`src/rtl/adder_serial.sv`:
```
// Serial adder: {c_out,s} = x + y + c_in, CHUNK bits per clock with a registered inter-chunk carry.
// Latency: out_valid rises exactly WIDTH/CHUNK edges after the accepting edge; one op per N+2 cycles.
// Backpressure: in_ready only in IDLE; result held stable in DONE until out_ready. Optional macro ADDER_SERIAL_SUB_EN adds a 'sub' port.
module adder_serial #(
  parameter int WIDTH = 8,
  parameter int CHUNK = 2
) (
  input  logic             clk,
  input  logic             rst_n,
  input  logic             in_valid,
  output logic             in_ready,
  input  logic [WIDTH-1:0] x,
  input  logic [WIDTH-1:0] y,
  input  logic             c_in,
`ifdef ADDER_SERIAL_SUB_EN
  input  logic             sub,
`endif
  output logic             out_valid,
  input  logic             out_ready,
  output logic [WIDTH-1:0] s,
  output logic             c_out
);

  localparam int N  = (CHUNK > 0) ? (WIDTH / CHUNK) : 1;
  localparam int CW = (N > 1) ? $clog2(N) : 1;
  localparam logic [CW-1:0] LAST = CW'(N - 1);

  // Reject illegal parameter combinations at elaboration time.
  if (WIDTH < 1 || CHUNK < 1 || CHUNK > WIDTH || (WIDTH % CHUNK) != 0) begin : g_param_check
    $error("adder_serial: illegal WIDTH/CHUNK combination");
  end

  typedef enum logic [1:0] {
    IDLE = 2'd0,
    RUN  = 2'd1,
    DONE = 2'd2
  } state_t;

  state_t           state_q, state_d;
  logic [WIDTH-1:0] a_q, a_d;      // operand A shift register
  logic [WIDTH-1:0] b_q, b_d;      // operand B shift register
  logic [WIDTH-1:0] acc_q, acc_d;  // partial sum, filled from the top
  logic [WIDTH-1:0] s_q, s_d;
  logic             carry_q, carry_d;
  logic             c_out_q, c_out_d;
  logic [CW-1:0]    cnt_q, cnt_d;

  // Operand B and carry as loaded at acceptance (inverted for subtraction).
  logic [WIDTH-1:0] y_eff;
  logic             cin_eff;

  // Selects the operand/carry to latch: plain add, or x + ~y + ~c_in when subtracting.
  always_comb begin
    y_eff   = y;
    cin_eff = c_in;
`ifdef ADDER_SERIAL_SUB_EN
    if (sub) begin
      y_eff   = ~y;
      cin_eff = ~c_in;
    end
`endif
  end

  // One chunk of addition and the partial sum with the new chunk shifted in from the top.
  logic [CHUNK:0]   chunk_sum;
  logic [WIDTH-1:0] acc_next;

  always_comb begin
    chunk_sum = {1'b0, a_q[CHUNK-1:0]} + {1'b0, b_q[CHUNK-1:0]} + {{CHUNK{1'b0}}, carry_q};
    acc_next  = (acc_q >> CHUNK) | (WIDTH'(chunk_sum[CHUNK-1:0]) << (WIDTH - CHUNK));
  end

  // Next-state and datapath control; everything holds unless the state says otherwise.
  always_comb begin
    state_d = state_q;
    a_d     = a_q;
    b_d     = b_q;
    acc_d   = acc_q;
    s_d     = s_q;
    carry_d = carry_q;
    c_out_d = c_out_q;
    cnt_d   = cnt_q;
    case (state_q)
      IDLE: begin
        if (in_valid) begin
          state_d = RUN;
          a_d     = x;
          b_d     = y_eff;
          carry_d = cin_eff;
          cnt_d   = '0;
        end
      end
      RUN: begin
        a_d     = a_q >> CHUNK;
        b_d     = b_q >> CHUNK;
        acc_d   = acc_next;
        carry_d = chunk_sum[CHUNK];
        cnt_d   = cnt_q + CW'(1);
        // s/c_out update only on the final chunk so partial sums never appear on s.
        if (cnt_q == LAST) begin
          state_d = DONE;
          s_d     = acc_next;
          c_out_d = chunk_sum[CHUNK];
        end
      end
      DONE: begin
        // No acceptance here even if in_valid and out_ready are both high.
        if (out_ready) begin
          state_d = IDLE;
        end
      end
      default: state_d = IDLE;
    endcase
  end

  // State and datapath registers; reset abandons any in-flight operation.
  always_ff @(posedge clk or negedge rst_n) begin
    if (!rst_n) begin
      state_q <= IDLE;
      a_q     <= '0;
      b_q     <= '0;
      acc_q   <= '0;
      s_q     <= '0;
      carry_q <= 1'b0;
      c_out_q <= 1'b0;
      cnt_q   <= '0;
    end else begin
      state_q <= state_d;
      a_q     <= a_d;
      b_q     <= b_d;
      acc_q   <= acc_d;
      s_q     <= s_d;
      carry_q <= carry_d;
      c_out_q <= c_out_d;
      cnt_q   <= cnt_d;
    end
  end

  assign in_ready  = (state_q == IDLE);
  assign out_valid = (state_q == DONE);
  assign s         = s_q;
  assign c_out     = c_out_q;

endmodule

```
`config.mk`:
```
export PLATFORM = sky130hd
export DESIGN_NAME = adder_serial
export DESIGN_NICKNAME = d
export VERILOG_FILES = /design/src/rtl/adder_serial.sv
export SDC_FILE = /design/constraint.sdc
export NUM_CORES = 1
export LEC_CHECK = 0
export BUFFER_PORTS_ARGS = -buffer_cell sky130_fd_sc_hd__buf_2
export CAP_MARGIN = 25
export CORE_MARGIN = 2
export CORE_UTILIZATION = 40
export DETAILED_ROUTE_END_ITERATION = 12
export SYNTH_ARGS = -nofsm -noshare
export SYNTH_HDL_FRONTEND = slang
export SYNTH_SLANG_ARGS = --single-unit
```
`constraint.sdc`:
```
create_clock -name clk -period 2.9 [get_ports clk]
set_input_delay 0.145 -clock clk [delete_from_list [all_inputs] [get_ports clk]]
set_output_delay 0.145 -clock clk [all_outputs]
set_load 0.02 [all_outputs]
```
==> reports/qor.csv <==
metric;value;unit
cts_tree;yes;
period_share;60.9;%
worstMarginPinSlew;796;ps
critPathArrivalTime;1940;ps
crit_slowest_cell;dfrtp_1;
drive_gt1_share;26.1;%
slew_headroom;46.9;%
syn_nets;182;
r2r_cells;2;
crit_path_end_kind;flop;
startpoint;state_q[0]$_DFFE_PN0P_;
drc;0;
crit_end;a_q[1]$_DFFE_PN0P_;
setup_violations;0;
rsz0062_at_grt;no;
mostFrequentLayoutCells;dfrtp_1 (36), buf_2 (31), nand2_1 (22);
ys_ff_latch;36;
nets;211;
synth_largest_area_cell;dfrtp_1;
cts_max_level;2;
std_cell_rows;23;
antenna_found_initial;0;
wire_per_inst;13.8;um
critPathKind;flop to flop;
dieArea;4700;um^2
dr.pass1.iters;4;
clk_pin_slew_worst_paths;70;ps
vias;1241;
hold_class;input port to flop;
initial_core_util;41.7;%
die_w;68.6;um
reg2reg_from;state_q[0]$_DFFE_PN0P_;
synthCells;158;
maxCapViolCount;0;
ys.flop_type;dfrtp_1;
clock_path_buffers;2;
grt_use_total;16.7;%
fin_util;47.9;%
synth_edf_count;0;
slowest_delay;640;ps
place_inst;229;
fin_crit;1760;ps
clock.fmax;0.567;GHz
fp.dieH;68.6;um
leakage;0.000917;uW
cts_buffers;5;
avgSynthCellArea;10.6;um^2
rr_endpoint;a_q[1]$_DFFE_PN0P_;
p_per_area;1170;nW/um^2
cts_resized;0;
yosysSeqAreaShare;54.0;%
crit_chain;nand2b_1 > o221a_2;
ys_top_cells_by_area;dfrtp_1 (54%), nor3_1 (5.4%), nand2_1 (5.0%), o21ai_0 (4.5%), o22ai_1 (4.1%);
dp_slack;1160;ps
clock_skew;4.70;ps
status;complete, no violations;
diodes;0;
portBuffers;31;
cts-root-buf;clkbuf_8;
drt.antenna.violating_nets;0;
io_pins;32;
core;4000;um^2
critPathLaunchType;flop;
fin_ws;1140;ps
dp_hpwl;2270;um
yosys_warnings;0;
grt_max_degree;37;
setup_tns;0;ps
grt-ovfl-total;0;
drt-initial-drc-count;54;
maxSlewViolCount;0;
finalHoldViolCount;0;
wl;3270;um
gp_congestion;0.807;
clock-sinks;36;
peakVddDrop;0.389;mV
crit_family;flip-flops;
whs;34.6;ps
fillerInstances;386;
netlist_area;1670;um^2
area_growth;14.8;%
crit_fanout;21;
grt_first_pass_wirelength;5600;um
yosysUniqueCellTypes;27;
final_common_cell;dfrtp_1;
via_per_inst;5.21;
cp.required;3080;ps
insertion_delay;290;ps
cp.buffers_inverters;0;
cp.depth;2;
grt_pass1_vias;1258;
fin_cells;238;
async_reset_ff_share;100;%
reg2reg_slack;1140;ps
synth_top_area_share;54.0;%
==> where the power goes <==
group | total [uW] | switching (uW) | leakage [uW] | internal, uW
clock | 365 | 171 | 0.0000455 | 194
sequential | 938 | 193 | 0.000442 | 745
combinational | 940 | 534 | 0.000430 | 406
==> Yosys cell counts, types with 2 or more instances <==
library cell / number
o22ai_1: 11
fa_1: 2
nor3_1: 18
buf_6: 3
dfrtp_1: 36
buf_2: 6
mux2_4: 3
mux2_2: 3
o21ai_0: 15
o32ai_1: 6
buf_4: 2
nand2_1: 22
inv_1: 8
nor2_1: 9
nand2b_1: 2
==> cell families after synthesis <==
family	Yosys count	share of synthesized area (%)
adder cells (fa/ha/maj)	3	3.15
flip-flops	36	54.0
AND/OR/NAND/NOR	57	16.9
buffers and inverters	19	6.53
multiplexers	7	5.33
AO/OA/AOI/OAI	36	14.1
==> what timing repair did <==
| action | 4_1_cts | 5_1_grt |
|---|---|---|
| endpoints found under the hold margin | 36 | 0 |
| buffers inserted | 0 | 0 |
| hold buffers | 1 | 0 |
| endpoints found under the setup margin | 0 | 0 |
==> per-stage QoR <==
stage,total power (uW),area [um^2]
6_report,2240,1910
3_3_place_gp,1870,1810
4_1_cts,2270,1910
5_1_grt,2450,1910
2_1_floorplan,1690,1670
3_5_place_dp,1900,1810
==> routing by layer <==
layer | up-vias | routed length [um] | GRT usage (%)
met3 | 8 | 139 | 5.84
met5 | - | 0 | 0
met4 | 0 | 78 | 8.75
li1 | 614 | - | -
met1 | 589 | 1510 | 20.0
met2 | 30 | 1540 | 26.4
==> flip-flops by register name, indices dropped and copies added, names as in the netlist <==
name / cells
state_q: 2
b_q: 8
carry_q: 1
c_out: 1
acc_q: 6
s: 8
a_q: 8
cnt_q: 2
==> final cells by class <==
class / instances / area [um^2] / share of cell area (%)
clock buffers: 8 / 90.1 / 4.71
inverters: 8 / 30.0 / 1.57
multi-input cells: 103 / 658 / 34.4
flip-flops and latches: 36 / 901 / 47.1
well taps: 50 / 62.6 / 3.27
repair buffers: 33 / 173 / 9.02
==> worst min path at each step <==
stage               startpoint                     end  slack (ps)  cells after the start
floorplan                rst_n      a_q[0]$_DFFE_PN0P_        -150                      0
global placement         rst_n        s[1]$_DFFE_PN0P_         270                      1
detailed placement       rst_n        s[4]$_DFFE_PN0P_         280                      1
CTS                  out_ready  state_q[1]$_DFFE_PN0P_          30                      2
global route         out_ready  state_q[1]$_DFFE_PN0P_          20                      2
finish               out_ready  state_q[1]$_DFFE_PN0P_          30                      2
Power figures use the tool's default switching activity.
